[src/rtl/fetch_if_stage.sv]
// ---------------------------------------------------------------------------------------------
// fetch_if_stage
//
// Instruction-fetch stage sitting directly upstream of decode. Owns the PC, issues fetches to
// instruction memory with at most one request outstanding (req/gnt/rvalid handshake), and
// loads the returned word together with its PC+4 into the IF/ID pipeline register.
// Decode can stall issue (hold_pc), freeze IF/ID (hold_if) and redirect the PC (br/pc_branch);
// wrong-path responses are dropped.
//
// Parameters:
//   RESET_PC     PC loaded on reset (low two bits forced to zero)
//   NOP_INST     word placed in IF/ID for bubbles and flushes
//
// Ports:
//   clk          system clock, rising edge
//   rst          asynchronous active-high reset
//   hold_pc      suppress issue of new fetch requests
//   hold_if      freeze the IF/ID register
//   br           instruction in IF/ID is a taken branch
//   pc_branch    branch target (low two bits discarded)
//   imem_req     fetch request valid
//   imem_addr    word-aligned fetch address
//   imem_gnt     memory accepts the request this cycle
//   imem_rvalid  read data valid (in order, at least one cycle after grant)
//   imem_rdata   instruction word
//   inst_out     IF/ID instruction
//   pc_out       IF/ID PC+4 of inst_out
//   inst_valid   IF/ID holds a real instruction rather than a bubble
// ---------------------------------------------------------------------------------------------
module fetch_if_stage #(
    parameter logic [31:0] RESET_PC = 32'h0000_0000,
    parameter logic [31:0] NOP_INST = 32'h0000_0000
) (
    input  logic        clk,
    input  logic        rst,
    input  logic        hold_pc,
    input  logic        hold_if,
    input  logic        br,
    input  logic [31:0] pc_branch,
    output logic        imem_req,
    output logic [31:0] imem_addr,
    input  logic        imem_gnt,
    input  logic        imem_rvalid,
    input  logic [31:0] imem_rdata,
    output logic [31:0] inst_out,
    output logic [31:0] pc_out,
    output logic        inst_valid
);

    // StReq   : may issue a request
    // StWait  : request granted, waiting for its response
    // StBuf   : response captured in the one-entry buffer while IF/ID is frozen
    // StDrain : request granted before a redirect; its response must be thrown away
    typedef enum logic [1:0] {
        StReq   = 2'd0,
        StWait  = 2'd1,
        StBuf   = 2'd2,
        StDrain = 2'd3
    } state_t;

    state_t      r_state;
    state_t      w_state_nxt;
    logic [31:0] r_pc;
    logic [31:0] w_pc_nxt;
    logic [31:0] r_buf_inst;
    logic [31:0] w_buf_inst_nxt;
    logic [31:0] r_inst;
    logic [31:0] w_inst_nxt;
    logic [31:0] r_pc_out;
    logic [31:0] w_pc_out_nxt;
    logic        r_valid;
    logic        w_valid_nxt;

    logic        w_issue;
    logic        w_redirect;
    logic        w_deliver;
    logic [31:0] w_deliver_word;
    logic [31:0] w_pc_plus4;
    logic [31:0] w_target;
    logic        w_unused;

    // The fetch PC stays put until its word is delivered, so r_pc is also the PC of the
    // outstanding or buffered word.
    assign w_pc_plus4 = r_pc + 32'd4;
    assign w_target   = {pc_branch[31:2], 2'b00};
    assign w_unused   = ^pc_branch[1:0];

    // A branch only counts when decode actually consumes a real instruction this cycle.
    assign w_redirect = br && !hold_if && r_valid;

    // ---------------------------------------------------------------------------------------
    // Handshake FSM, PC and buffer next-state
    // ---------------------------------------------------------------------------------------
    always_comb begin
        w_state_nxt    = r_state;
        w_buf_inst_nxt = r_buf_inst;
        w_issue        = 1'b0;
        w_deliver      = 1'b0;
        w_deliver_word = r_buf_inst;

        unique case (r_state)
            StReq: begin
                w_issue = !hold_pc && !rst;
                if (w_issue && imem_gnt) begin
                    // A redirect in the grant cycle makes the just-accepted fetch wrong-path.
                    w_state_nxt = w_redirect ? StDrain : StWait;
                end
            end

            StWait: begin
                if (w_redirect) begin
                    // If the response lands in the redirect cycle it is dropped right here;
                    // draining would wait for a response that never comes.
                    w_state_nxt = imem_rvalid ? StReq : StDrain;
                end else if (imem_rvalid) begin
                    if (hold_if) begin
                        w_buf_inst_nxt = imem_rdata;
                        w_state_nxt    = StBuf;
                    end else begin
                        w_deliver      = 1'b1;
                        w_deliver_word = imem_rdata;
                        w_state_nxt    = StReq;
                    end
                end
            end

            StBuf: begin
                if (w_redirect) begin
                    w_state_nxt = StReq;
                end else if (!hold_if) begin
                    w_deliver      = 1'b1;
                    w_deliver_word = r_buf_inst;
                    w_state_nxt    = StReq;
                end
            end

            StDrain: begin
                if (imem_rvalid) begin
                    w_state_nxt = StReq;
                end
            end

            default: begin
                w_state_nxt = StReq;
            end
        endcase
    end

    always_comb begin
        w_pc_nxt = r_pc;
        if (w_redirect) begin
            w_pc_nxt = w_target;
        end else if (w_deliver) begin
            w_pc_nxt = w_pc_plus4;
        end
    end

    // ---------------------------------------------------------------------------------------
    // IF/ID register next-state
    // ---------------------------------------------------------------------------------------
    always_comb begin
        w_inst_nxt   = r_inst;
        w_pc_out_nxt = r_pc_out;
        w_valid_nxt  = r_valid;
        if (!hold_if) begin
            // w_deliver is never set together with a redirect, so a flush wins here.
            if (w_deliver) begin
                w_inst_nxt   = w_deliver_word;
                w_pc_out_nxt = w_pc_plus4;
                w_valid_nxt  = 1'b1;
            end else begin
                w_inst_nxt  = NOP_INST;
                w_valid_nxt = 1'b0;
            end
        end
    end

    // ---------------------------------------------------------------------------------------
    // State
    // ---------------------------------------------------------------------------------------
    always_ff @(posedge clk or posedge rst) begin
        if (rst) begin
            r_state    <= StReq;
            r_pc       <= {RESET_PC[31:2], 2'b00};
            r_buf_inst <= NOP_INST;
            r_inst     <= NOP_INST;
            r_pc_out   <= 32'h0000_0000;
            r_valid    <= 1'b0;
        end else begin
            r_state    <= w_state_nxt;
            r_pc       <= w_pc_nxt;
            r_buf_inst <= w_buf_inst_nxt;
            r_inst     <= w_inst_nxt;
            r_pc_out   <= w_pc_out_nxt;
            r_valid    <= w_valid_nxt;
        end
    end

    // ---------------------------------------------------------------------------------------
    // Outputs
    // ---------------------------------------------------------------------------------------
    assign imem_req   = w_issue;
    assign imem_addr  = {r_pc[31:2], 2'b00};
    assign inst_out   = r_inst;
    assign pc_out     = r_pc_out;
    assign inst_valid = r_valid;

endmodule

[config.mk]
export PLATFORM = sky130hd
export DESIGN_NAME = fetch_if_stage
export DESIGN_NICKNAME = d
export VERILOG_FILES = /design/src/rtl/fetch_if_stage.sv
export SDC_FILE = /design/constraint.sdc
export NUM_CORES = 1
export LEC_CHECK = 0
export CORE_ASPECT_RATIO = 1.1
export CORE_MARGIN = 8
export CORE_UTILIZATION = 50
export CTS_CLUSTER_SIZE = 24
export DETAILED_ROUTE_END_ITERATION = 6
export PLACE_DENSITY = 0.83
export SYNTH_ARGS = -nofsm -noshare
export SYNTH_HDL_FRONTEND = slang
export SYNTH_SLANG_ARGS = --single-unit
export TNS_END_PERCENT = 20
[constraint.sdc]
create_clock -name clk -period 7.8 [get_ports clk]
set_input_delay 0.78 -clock clk [delete_from_list [all_inputs] [get_ports clk]]
set_output_delay 0.78 -clock clk [all_outputs]
set_load 0.01 [all_outputs]
==> results of run 1 <==
-- per-stage QoR --
stage	total power, mW	util (%)	hold WS [ps]	std cells
after global placement	2.29	64.2	460	835
after CTS	3.12	69.1	483	867
final	3.09	69.1	478	867
after detailed placement	2.36	64.2	470	835
after floorplan	1.80	-	479	551
after global routing	3.29	69.1	502	867
-- how the worst max path moves through the flow --
stage	startpoint	end	slack, ps	depth (start not counted)
2_1_floorplan	rst	inst_out[0]$_DFFE_PP0N_	3640	1
3_3_place_gp	hold_if	inst_out[7]$_DFFE_PP0N_	4270	7
3_5_place_dp	hold_if	inst_out[23]$_DFFE_PP0N_	4160	7
4_1_cts	hold_if	inst_out[23]$_DFFE_PP0N_	4560	7
5_1_grt	hold_if	inst_out[31]$_DFFE_PP0N_	4430	7
6_report	hold_if	inst_out[23]$_DFFE_PP0N_	4600	7
-- layout by cell type (no fill, tap or decap), types with 7 or more instances in the layout --
cell type        Yosys  final
nand2_1             83     83
o21ai_0             75     75
o21ai_1              9      9
a22oi_1             20     20
clkdlybuf4s50_1      0    162
nand3_1             10     10
xnor2_1              9      9
mux2i_1             34     34
mux2_2              32     32
clkbuf_16            0     17
nor2_1              16     16
xor2_1              18     18
nand4_1              8      8
inv_1                8      7
dfrtp_1            127    127
a21oi_1              8      8
-- tightest hold or removal path, stage by stage, from the launching register on --
cell and delay (ps):
dfrtp_1 340, nand2_1 40, o21ai_0 60
-- where the power goes --
part / internal, mW / total [mW] / switching (mW)
clock network: 0.465 / 0.758 / 0.294
logic: 0.633 / 1.17 / 0.536
registers: 0.935 / 1.17 / 0.232
total: 2.03 / 3.09 / 1.06
-- cells by family (layout without fill, tap and decap cells) --
group | Yosys count | in the layout
and+or+nand+nor | 148 | 148
DFF | 127 | 127
buffers and inverters | 44 | 206
adders and majority gates | 6 | 6
muxes | 66 | 66
AOI/OAI and AO/OA | 129 | 129
other | 1 | 4
xor gates and xnor gates | 27 | 27
-- sequential cells by signal, indices dropped and copies added, names as in the netlist --
name        cells
inst_out       32
inst_valid      1
pc_out         30
r_buf_inst     32
r_pc           30
r_state         2
-- routing by layer --
layer  wire length, um  share of wire [%]  GRT usage, %
met1              6230                 40          23.0
met2              7730                 49          34.2
met3              1530                9.8          8.59
met4               155               0.99          5.07
met5                 0                  0             0
-- layout make-up --
cell class	instances	area share [%]
clock buffer	20	5.69
sequential	127	38.7
clock inverter	12	1.34
multi-input combinational	380	31.4
tap	154	2.35
timing repair buffer	166	20.1
inverter	8	0.396
-- synthesized netlist by cell type, types with 2 or more instances --
cell type | n | area (um^2)
a22oi_1 | 20 | 150
buf_4 | 10 | 75.1
nor2_1 | 16 | 60.1
xor2_1 | 18 | 158
inv_1 | 8 | 30.0
nand3_2 | 2 | 20.0
nand3_4 | 2 | 35.0
buf_2 | 5 | 25.0
xnor2_1 | 9 | 78.8
nand3_1 | 10 | 50.1
nand2_1 | 83 | 312
o21ai_1 | 9 | 45.0
nor3_1 | 5 | 25.0
ha_1 | 6 | 75.1
and2_1 | 3 | 18.8
a21oi_1 | 8 | 40.0
dfrtp_1 | 127 | 3180
buf_1 | 2 | 7.51
nand4_1 | 8 | 50.1
mux2i_1 | 34 | 340
nor4_1 | 3 | 18.8
o311ai_1 | 2 | 17.5
nor4_4 | 3 | 63.8
and3_1 | 7 | 43.8
a221o_1 | 6 | 60.1
buf_6 | 3 | 33.8
mux2_2 | 32 | 360
o21ai_0 | 75 | 375
clkbuf_1 | 15 | 56.3
a21o_1 | 3 | 22.5
==> impl_metrics.json, run 1 <==
{
  "drv_slew": 0,
  "regArea_mm2": 0.00318,
  "first_pass_iters": 5,
  "min_from": "pc_out[8]$_DFFE_PP0P_",
  "worstPathArrival_ps": 3410,
  "syn_inst": 548,
  "cts_max_level": 4,
  "post_cts_buffers": 0,
  "cts_buffers": 17,
  "clk_latency_ps": 400,
  "syn-mean-instance-area_um2": 10.9,
  "ys_async_sr_fraction_pct": 100,
  "crit_fanout": 37,
  "reg2reg_depth": 6,
  "r2r-start": "r_state[1]$_DFFE_PP0P_",
  "cp.required_ps": 8010,
  "fill_cells": 914,
  "synth-edff-count": 0,
  "die_area_mm2": 0.0157,
  "period_needed_ps": 3200,
  "crit_family": "simple AND/OR/NAND/NOR gates",
  "die_h_um": 131,
  "rows": 42,
  "ys_warn_count": 0,
  "ir_worst_vdd_mv": 0.194,
  "cts_tree": "yes",
  "syn_to_final_growth_pct": 37.0,
  "power_density_mw_per_mm2": 377,
  "ys_types": 44,
  "track_usage_pct": 20.1,
  "num_antenna_cells": 0,
  "placed_area_mm2": 0.00763,
  "synth_flop_cell": "dfrtp_1",
  "design_area_mm2": 0.00821,
  "setup_viol": 0,
  "drt_iter0_markers": 248,
  "vias": 4800,
  "overflow": 0,
  "dp_hpwl_um": 10800,
  "critPathSlowestCell": "and3_2",
  "ys_seq_area_share_pct": 53.0,
  "end_kind": "flop",
  "antenna_found_initial": 0,
  "grt_setup_unrepaired": "false",
  "grt_pass1_vias": 4952,
  "hold_buffers": 0,
  "clkTransAtPathRegs_ps": 60,
  "synth-compound-area-share_pct": 12.9,
  "syn-cell-area_mm2": 0.00599,
  "ios": 169,
  "pre_cts_ws_ps": 4160,
  "multi_input_area_mm2": 0.00257,
  "holdPathEnd": "pc_out[8]$_DFFE_PP0P_",
  "drc_errors": 0,
  "gp_routability_congestion": 0.823,
  "antenna_left": 0,
  "drive_above_1_share_pct": 11.6,
  "p_leak_nw": 3.47,
  "hp-class": "flop to flop",
  "min_period_over_period_pct": 41.0,
  "synthXorXnorAreaFrac_pct": 3.95,
  "initial_core_util_pct": 50.5,
  "layout.nets": 777,
  "grt_max_degree": 124,
  "muxShareOfSynthArea_pct": 11.7,
  "reg2reg_to": "r_pc[8]$_DFFE_PP0P_",
  "die_x_um": 120,
  "hold_viol": 0,
  "synthSimpleGateAreaFrac_pct": 12.8,
  "yosys.area_share.adder_pct": 1.25,
  "vias_per_cell": 5.54,
  "finalSetupTns_ps": 0,
  "status": "finished, final reports clean",
  "fin_skew_ps": 6.86,
  "tightest_slew_ps": 1090,
  "cts_num_sinks": 127,
  "wl_per_cell_um": 18.0,
  "clock_path_buffers": 2,
  "setup_ws_ps": 4600,
  "clockRootBuffer": "clkbuf_16",
  "cts_resized": 0,
  "path_buf_inv": 3,
  "regToRegSetupSlack_ps": 5160,
  "slowest_delay_ps": 940,
  "max_slew_margin_pct": 27.2,
  "wl_um": 15600,
  "port_buffers": 162,
  "synth_top_family_by_area": "compound AO/OA/AOI/OAI gates",
  "worst-setup-path-type": "input port to flop",
  "startpoint_type": "input port",
  "crit_path_cell_trace": "clkdlybuf4s50_1, buf_4, inv_1, nand3_1, and3_2, mux2i_1, o21ai_0",
  "ys_ff_latch": 127,
  "grt_pass1_wl_um": 25300,
  "whs_path_depth": 2,
  "clock.fmax_mhz": 313,
  "cap_violations": 0,
  "fp.coreArea_mm2": 0.0119
}
(Power assumes the default switching activity.)
==> run 2: changes to the inputs <==
--- a/config.mk
+++ b/config.mk
@@ -7,10 +7,10 @@
 export LEC_CHECK = 0
 export CORE_ASPECT_RATIO = 1.1
 export CORE_MARGIN = 8
-export CORE_UTILIZATION = 50
+export CORE_UTILIZATION = 44
 export CTS_CLUSTER_SIZE = 24
 export DETAILED_ROUTE_END_ITERATION = 6
-export PLACE_DENSITY = 0.83
+export PLACE_DENSITY = 0.77
 export SYNTH_ARGS = -nofsm -noshare
 export SYNTH_HDL_FRONTEND = slang
 export SYNTH_SLANG_ARGS = --single-unit
==> constraint.sdc (replaced) <==
create_clock -name clk -period 2.8 [get_ports clk]
set_input_delay 0.28 -clock clk [delete_from_list [all_inputs] [get_ports clk]]
set_output_delay 0.28 -clock clk [all_outputs]
set_load 0.01 [all_outputs]
==> run 2 against run 1 <==
  * Clock skew shrank 2.2 ps
  * Critical path depth stayed put
  * Design area is 1.1% higher
  * Register-to-register slack worse by 4800 ps
==> impl_metrics.json, run 2 (same netlist as run 1, synthesis figures left out) <==
{
  "num_antenna_cells": 0,
  "hold_buffers": 0,
  "netSwitchingFraction_pct": 34.1,
  "post_cts_buffers": 0,
  "min_period_over_period_pct": 86.8,
  "gp_routability_congestion": 0.799,
  "setup_viol": 0,
  "ir_worst_vdd_mv": 0.600,
  "cts_max_level": 4,
  "wl_per_cell_um": 17.5,
  "drt_iter0_markers": 409,
  "track_usage_pct": 18.4,
  "layout.nets": 783,
  "max_slew_margin_pct": 30.4,
  "drc_errors": 0,
  "r2r-start": "r_state[1]$_DFFE_PP0P_",
  "layout_commonest_cell": "clkdlybuf4s50_1",
  "clock_path_buffers": 2,
  "period_needed_ps": 2430,
  "grt_pass1_wl_um": 26000,
  "grt_pass1_vias": 5078,
  "first_pass_iters": 4,
  "initial_core_util_pct": 45.2,
  "p_int_mw": 5.67,
  "overflow": 0,
  "finalSetupTns_ps": 0,
  "worstPathArrival_ps": 2740,
  "reg2reg_to": "r_pc[10]$_DFFE_PP0P_",
  "worst-setup-path-type": "flop to flop",
  "power_frac_comb_pct": 38.5,
  "tightest_slew_ps": 1040,
  "layout_common_cells": "clkdlybuf4s50_1 (162), dfrtp_1 (127), nand2_1 (83), o21ai_0 (75), mux2i_1 (34)",
  "ios": 169,
  "end_kind": "flop",
  "clock_power_share_pct": 23.6,
  "cap_violations": 0,
  "drv_slew": 0,
  "cp.required_ps": 3110,
  "startpoint_type": "flop",
  "seqPwrFrac_pct": 37.9,
  "p_leak_nw": 3.49,
  "grt_max_degree": 128,
  "cts_buffers": 17,
  "die_x_um": 127,
  "syn_to_final_growth_pct": 38.5,
  "vias_per_cell": 5.25,
  "hold_viol": 0,
  "reg2reg_depth": 7,
  "grt_setup_unrepaired": "false",
  "rows": 44,
  "cts_resized": 0,
  "fill_cells": 1059,
  "clockRootBuffer": "clkbuf_16",
  "dp.cells": 871,
  "multi_input_area_mm2": 0.00257,
  "fp.coreArea_mm2": 0.0133,
  "power_density_mw_per_mm2": 1040,
  "cts_tree": "yes",
  "crit_fanout": 24,
  "status": "finished, final reports clean",
  "port_buffers": 162,
  "vias": 4732,
  "dp_hpwl_um": 11200,
  "fin_skew_ps": 4.69,
  "finalNonFillerCells": 902,
  "clkTransAtPathRegs_ps": 60,
  "cts_num_sinks": 127,
  "antenna_found_initial": 0,
  "drive_above_1_share_pct": 12.1,
  "regArea_mm2": 0.00318,
  "p_sw_mw": 2.93,
  "clk_latency_ps": 410,
  "hp-class": "input port to async pin",
  "holdWs_ps": 454,
  "die_area_mm2": 0.0176,
  "antenna_left": 0,
  "wl_um": 15800,
  "regToRegSetupSlack_ps": 370,
  "die_h_um": 138,
  "clock.fmax_mhz": 411
}
## run 2: worst max-delay path by stage
stage / from / depth (start not counted) / end / slack, ps
finish: r_state[1]$_DFFE_PP0P_ / 7 / r_pc[10]$_DFFE_PP0P_ / 370
global route: r_state[1]$_DFFE_PP0P_ / 7 / r_pc[10]$_DFFE_PP0P_ / 180
CTS: r_state[1]$_DFFE_PP0P_ / 7 / r_pc[10]$_DFFE_PP0P_ / 350
detailed placement: hold_if / 6 / r_pc[10]$_DFFE_PP0P_ / 200
global placement: hold_if / 6 / r_pc[10]$_DFFE_PP0P_ / 270
floorplan: rst / 1 / inst_out[0]$_DFFE_PP0N_ / 950
## run 2: layer usage
| layer | track usage, % | part of all wire (%) | up-vias |
|---|---|---|---|
| met2 | 28.7 | 48 | 176 |
| met3 | 9.42 | 10 | 22 |
| met4 | 8.53 | 1.7 | 0 |
| li1 | - | - | 2247 |
| met1 | 20.4 | 39 | 2287 |
| met5 | 0 | 0 | - |
## run 2: power groups by stage
stage / Combinational, mW / Clock (mW) / Sequential, mW
2_1_floorplan: 1.64 / 0 / 3.36
3_3_place_gp: 3.23 / 0 / 3.22
3_5_place_dp: 3.34 / 0 / 3.28
4_1_cts: 3.36 / 2.08 / 3.26
5_1_grt: 3.62 / 2.15 / 3.37
6_report: 3.30 / 2.03 / 3.26
## run 2: final cells by class
cell class,instances,area share (%)
Sequential cell,127,38.3
Multi-Input combinational cell,380,31.0
Timing Repair Buffer,172,20.9
Clock buffer,20,5.50
Tap cell,184,2.77
Clock inverter,11,1.12
Inverter,8,0.407
## run 2: per-stage QoR
stage                     area, um^2  util, %  worst slack, ps  power [mW]
final                           8300     62.6              369        8.59
after CTS                       8300     62.6              349        8.70
after global routing            8300     62.6              177        9.13
after detailed placement        7750     58.4              199        6.62
after floorplan                 6010        -              947        5.01
after global placement          7750     58.4              268        6.45
## run 2: worst max-delay path, cell delays in order (launching register included)
cell and delay [ps]:
dfrtp_1 360, inv_1 90, ha_1 270, a21oi_1 350, a211oi_4 60, nor2_2 820
o21ai_0 240, o311ai_1 130
==> run 3: changes to the inputs <==
--- a/config.mk
+++ b/config.mk
@@ -11,6 +11,8 @@
 export CTS_CLUSTER_SIZE = 24
 export DETAILED_ROUTE_END_ITERATION = 6
 export PLACE_DENSITY = 0.77
+export SETUP_SLACK_MARGIN = 0.5
+export SKIP_CTS_REPAIR_TIMING = 1
 export SYNTH_ARGS = -nofsm -noshare
 export SYNTH_HDL_FRONTEND = slang
 export SYNTH_SLANG_ARGS = --single-unit
==> run 3 against run 2 <==
  * Sequential power about the same
  * Design area increased by 0.23%
  * Highest routed layer unchanged
  * Clock skew about the same
  * Largest power group unchanged
  * Critical path type unchanged
  * Combinational power increased by 1%
  * Clock power about the same
  * First-iteration DRC count decreased by 9.5%
  * Power increased by 0.51%
==> impl_metrics.json, run 3 (same netlist as run 1, synthesis figures left out) <==
{
  "hold_viol": 0,
  "ir_worst_vdd_mv": 0.601,
  "fp.coreArea_mm2": 0.0133,
  "layout_commonest_cell": "clkdlybuf4s50_1",
  "design_area_mm2": 0.00832,
  "grt_max_degree": 128,
  "fin_skew_ps": 5.12,
  "hp-class": "input port to async pin",
  "placed_area_mm2": 0.00775,
  "setup_viol": 0,
  "port_buffers": 162,
  "power_frac_comb_pct": 38.7,
  "vias": 4831,
  "antenna_found_initial": 0,
  "layout.nets": 784,
  "dp_hpwl_um": 11200,
  "status": "finished, final reports clean",
  "fill_cells": 1059,
  "regArea_mm2": 0.00318,
  "clkTransAtPathRegs_ps": 60,
  "min_period_over_period_pct": 75.9,
  "drv_slew": 0,
  "die_h_um": 138,
  "cts_num_sinks": 127,
  "end_kind": "flop",
  "clk_latency_ps": 420,
  "antenna_left": 0,
  "grt_setup_unrepaired": "false",
  "seqPwrFrac_pct": 37.8,
  "drt_iter0_markers": 370,
  "drc_errors": 0,
  "tightest_slew_ps": 658,
  "cp.required_ps": 3130,
  "p_sw_mw": 2.96,
  "regToRegSetupSlack_ps": 670,
  "p_leak_nw": 3.49,
  "track_usage_pct": 18.4,
  "wl_per_cell_um": 17.7,
  "reg2reg_depth": 7,
  "drive_above_1_share_pct": 12.4,
  "vias_per_cell": 5.35,
  "clock_path_buffers": 2,
  "die_area_mm2": 0.0176,
  "first_pass_iters": 5,
  "power_density_mw_per_mm2": 1040,
  "period_needed_ps": 2130,
  "cts_buffers": 17,
  "multi_input_area_mm2": 0.00259,
  "finalSetupTns_ps": 0,
  "wl_um": 16000,
  "cts_tree": "yes",
  "layout_common_cells": "clkdlybuf4s50_1 (162), dfrtp_1 (127), nand2_1 (83), o21ai_0 (75), mux2i_1 (34)",
  "overflow": 0,
  "cts_max_level": 4,
  "grt_pass1_vias": 5078,
  "die_x_um": 127,
  "ios": 169,
  "r2r-start": "r_state[1]$_DFFE_PP0P_",
  "cap_violations": 0,
  "reg2reg_to": "r_pc[26]$_DFFE_PP0P_",
  "rows": 44,
  "clock.fmax_mhz": 471,
  "clock_power_share_pct": 23.6,
  "worstPathArrival_ps": 2450,
  "num_antenna_cells": 0,
  "gp_routability_congestion": 0.799,
  "startpoint_type": "flop",
  "initial_core_util_pct": 45.2,
  "worst-setup-path-type": "flop to flop",
  "netSwitchingFraction_pct": 34.3,
  "p_int_mw": 5.67,
  "clockRootBuffer": "clkbuf_16",
  "syn_to_final_growth_pct": 38.8,
  "max_slew_margin_pct": 56.1,
  "crit_fanout": 38,
  "grt_pass1_wl_um": 26000
}
-- run 3: cell types whose count changed in the layout (fill, tap and decap cells not counted), sizes merged --
cell	delta
a211o	+1
-- run 3: metrics by stage --
step / setup WS, ps / util, % / hold slack (ps) / power [mW] / instances
finish: 675 / 62.7 / 454 / 8.64 / 903
global route: 524 / 62.7 / 468 / 9.16 / 903
CTS: 349 / 62.6 / 455 / 8.70 / 902
detailed placement: 199 / 58.4 / 470 / 6.62 / 871
global placement: 268 / 58.4 / 462 / 6.45 / 871
floorplan: 947 / - / 396 / 5.01 / 551
-- run 3: final cells by class --
| cell class | instances | area share (%) |
|---|---|---|
| multi-input cells | 381 | 31.2 |
| clock inverters | 11 | 1.11 |
| well taps | 184 | 2.77 |
| repair buffers | 172 | 20.8 |
| flip-flops and latches | 127 | 38.2 |
| inverters | 8 | 0.406 |
| clock buffers | 20 | 5.49 |
-- run 3: layer usage --
layer  wire, um  track usage [%]  vias up
li1           -                -     2252
met1       6350             20.4     2361
met2       7550             28.7      188
met3       1750             9.42       30
met4        373             8.53        0
met5          0                0        -
-- run 3: power by group through the flow --
stage               clock, mW  combinational (mW)  sequential (mW)
detailed placement          0                3.34             3.28
finish                   2.03                3.34             3.26
floorplan                   0                1.64             3.36
global route             2.15                3.64             3.37
CTS                      2.08                3.36             3.26
global placement            0                3.23             3.22
-- run 3: worst max path at each step --
| stage | start | endpoint | slack [ps] | cells past startpoint |
|---|---|---|---|---|
| final | r_state[1]$_DFFE_PP0P_ | r_pc[26]$_DFFE_PP0P_ | 670 | 7 |
| after global routing | r_state[1]$_DFFE_PP0P_ | r_pc[11]$_DFFE_PP0P_ | 520 | 8 |
| after CTS | r_state[1]$_DFFE_PP0P_ | r_pc[10]$_DFFE_PP0P_ | 350 | 7 |
| after detailed placement | hold_if | r_pc[10]$_DFFE_PP0P_ | 200 | 6 |
| after global placement | hold_if | r_pc[10]$_DFFE_PP0P_ | 270 | 6 |
| after floorplan | rst | inst_out[0]$_DFFE_PP0N_ | 950 | 1 |
-- run 3: critical path, cell delays in order, from the launching register on --
cell,delay [ps]
dfrtp_1,390
inv_1,120
ha_1,310
a21oi_2,160
a211o_4,420
buf_12,200
buf_4,220
o21ai_0,210
==> RTL edit 1: new RTL, flow settings as in run 2 <==
Re-encode `state_t` (4 states) as one-hot, 4 bits wide.
--- a/src/rtl/fetch_if_stage.sv
+++ b/src/rtl/fetch_if_stage.sv
@@ -53,7 +53,7 @@
     // StDrain : request granted before a redirect; its response must be thrown away
-    typedef enum logic [1:0] {
-        StReq   = 2'd0,
-        StWait  = 2'd1,
-        StBuf   = 2'd2,
-        StDrain = 2'd3
+    typedef enum logic [3:0] {
+        StReq   = 4'b0001,
+        StWait  = 4'b0010,
+        StBuf   = 4'b0100,
+        StDrain = 4'b1000
     } state_t;
Check against the original RTL: same outputs for any inputs over 4 cycles, from zero or initial values and one cycle with rst high; so few cycles prove little.
==> RTL edit 1 against run 2 <==
Non-clock buffer count up 11; cell count up 6.4%; power down 11%; wire length up 14%; die area up 3.2%; first-iteration DRC count up 41%; synthesized area up 3.6%; setup slack better by 0.0042 ns; final area up 4.4%; sequential cell count up 2; via count up 12%; largest power group is now sequential cells.
==> RTL edit 1: results <==
[status]
status = "finished, final reports clean"

[synthesis]
synth.avg_cell_area_sq_um = 10.3
ys_top_cells_by_count = "dfrtp_1 (128), nand2_1 (92), o21ai_1 (67)"
synth_seq_area_share = 0.520
synthTopCellsByArea = "dfrtp_1 (52%), mux2_2 (5.8%), nand2_1 (5.6%)"
synthDistinctLibCells = 60

[power_and_ir_drop]
p_int_mw = 5.27
p_leak_nw = 3.53
switching_share = 0.308
peakVddDrop_mv = 0.406

[layout]
design.seq.count = 129
n_fill_cell = 1119
multi_input_area_share = 0.320
multi_input_gates = 424
nonClkBufAreaFrac = 0.208
nets = 832
sh_seq_area = 0.373
final-clk-cell-share = 0.0699

[worst_setup_path]
slowest_stage = "dfstp_2"
critPathMaxStageDelay_ns = 0.66
path_max_fanout = 10
ff2ff_path_depth = 5
r2r_slack_ns = 0.39
critical_path_arrival_ns = 2.15
r2r_start = "r_pc[9]$_DFFE_PP0P_"

[routing]
num_vias = 5323
wl_met3_microns = 2020
wl_met1_microns = 7180
wire_per_inst_microns = 18.8

[place]
place_ws_ns = 0.443
gp_congestion = 0.851
dpl_cell_area_sq_um = 8060
dp.cells = 929

[sta]
worst_pin_slew_ns = 0.726
max_freq_mhz = 412

[hold_path]
hold_path_class = "in -> reg"

[global_route]
grt_max_degree = 130
## RTL edit 1: cells by family after synthesis
logic type / synth area share
AO/OA/AOI/OAI: 0.154
XOR/XNOR: 0.0395
buffers and inverters: 0.0359
AND/OR/NAND/NOR: 0.138
adder cells (fa/ha/maj): 0.00202
multiplexers: 0.110
flip-flops: 0.520
other: 0.000604
## RTL edit 1: routing by layer
layer,GRT usage,vias to the layer above
met5,0,-
met1,0.233,2579
li1,-,2470
met2,0.326,246
met3,0.0788,28
met4,0.0656,0
## RTL edit 1: worst max-delay path by stage
| stage | end | start |
|---|---|---|
| after global placement | r_pc[22]$_DFFE_PP0P_ | imem_rvalid |
| after detailed placement | r_pc[21]$_DFFE_PP0P_ | imem_rvalid |
| after CTS | imem_req | r_state[0]$_DFFE_PP1P_ |
| after floorplan | r_pc[24]$_DFFE_PP0P_ | r_pc[2]$_DFFE_PP0P_ |
| final | imem_req | r_state[0]$_DFFE_PP1P_ |
| after global routing | imem_req | r_state[0]$_DFFE_PP1P_ |
==> RTL edit 2: new RTL, settings of run 2 <==
Without the edit above. Reset style: synchronous (`rst`), changed in one clocked block. Comments in the files are not updated.
--- a/src/rtl/fetch_if_stage.sv
+++ b/src/rtl/fetch_if_stage.sv
@@ -180,3 +180,3 @@
     // ---------------------------------------------------------------------------------------
-    always_ff @(posedge clk or posedge rst) begin
+    always_ff @(posedge clk) begin
         if (rst) begin
Behaviour: differs if rst is asserted again (counterexample within 4 cycles, from zero or initial values and one cycle with rst high); with rst held inactive, the same outputs for 4 cycles.
==> RTL edit 2 against run 2 <==
Fmax grew 0.13%; setup slack gained 0.0033 ns; final area shrank 0.89%; synthesized cell count grew 28%; synthesized area shrank 2.3%; sequential share of layout area shrank 7.4 points; count of clock-buffer cells in the layout grew 7; wire length grew 13%; sequential cell count is the same; largest cell class is now multi-input gates.
Power is not compared: it rests on default switching activity, and its combinational part moved more than twofold at a synthesized area within 25%.
==> RTL edit 2: results <==
[layout]
drive_gt1_frac = 0.107
nonClkBufAreaFrac = 0.219
nClkBuffers = 27
final-clk-cell-share = 0.0745
ff_latch_area_sq_um = 2540
multiInputGateArea_sq_um = 3040
n_fill_cell = 1108

[place]
dp.cells = 985
dpl_cell_area_sq_um = 7610

[synthesis]
synthDistinctLibCells = 54
synth-adder-area-share = 0.0128
synthFlopType = "dfxtp_1"
synth.avg_cell_area_sq_um = 8.34
synthMuxAreaShare = 0.0688

[global_route]
grt_max_degree = 47

[routing]
viasPerCell = 5.65
num_vias = 5745
wl_met3_microns = 1490
wire_per_inst_microns = 17.5
drt_pass1_iterations = 5
wl_met1_microns = 7180

[worst_setup_path]
critPathMaxStageDelay_ns = 0.76
r2r_start = "r_pc[9]$_SDFFE_PP0P_"
critical_path.endpoint = "r_pc[27]$_SDFFE_PP0P_"

[sta]
fin_hold_ws_ns = 0.303
fin_skew_ns = 0.00510
slew_headroom = 0.564
period_share = 0.867

[hold_path]
hold_path_class = "in -> reg"

[status]
status = "finished, final reports clean"
## RTL edit 2: changes by cell type in the layout (fill, tap and decap cells not counted), sizes merged, moves of 7 or more
| cell | change |
|---|---|
| a31oi | +16 |
| dfrtp | -127 |
| nand2 | +17 |
| a22oi | +17 |
| a211oi | +19 |
| dfxtp | +127 |
| mux2i | -32 |
| buf | +12 |
| nor2 | +64 |
| a21oi | +55 |
| nand3 | +9 |
| o21ai | -69 |
| clkbuf | +7 |
## RTL edit 2: critical path: cells and delay by family, from the launching register on
kind            cells  cell delay (ns)
compound gates      3             0.72
flops               1             0.54
simple gates        2             1.03
## RTL edit 2: kinds of logic (layout without fill, tap and decap cells)
logic type / count (synthesis) / after routing
simple gates: 265 / 265
other cells: 1 / 4
xor+xnor: 21 / 21
mux: 36 / 36
fa+ha+maj: 6 / 6
compound gates: 175 / 175
flops: 127 / 127
buf+inv: 71 / 222
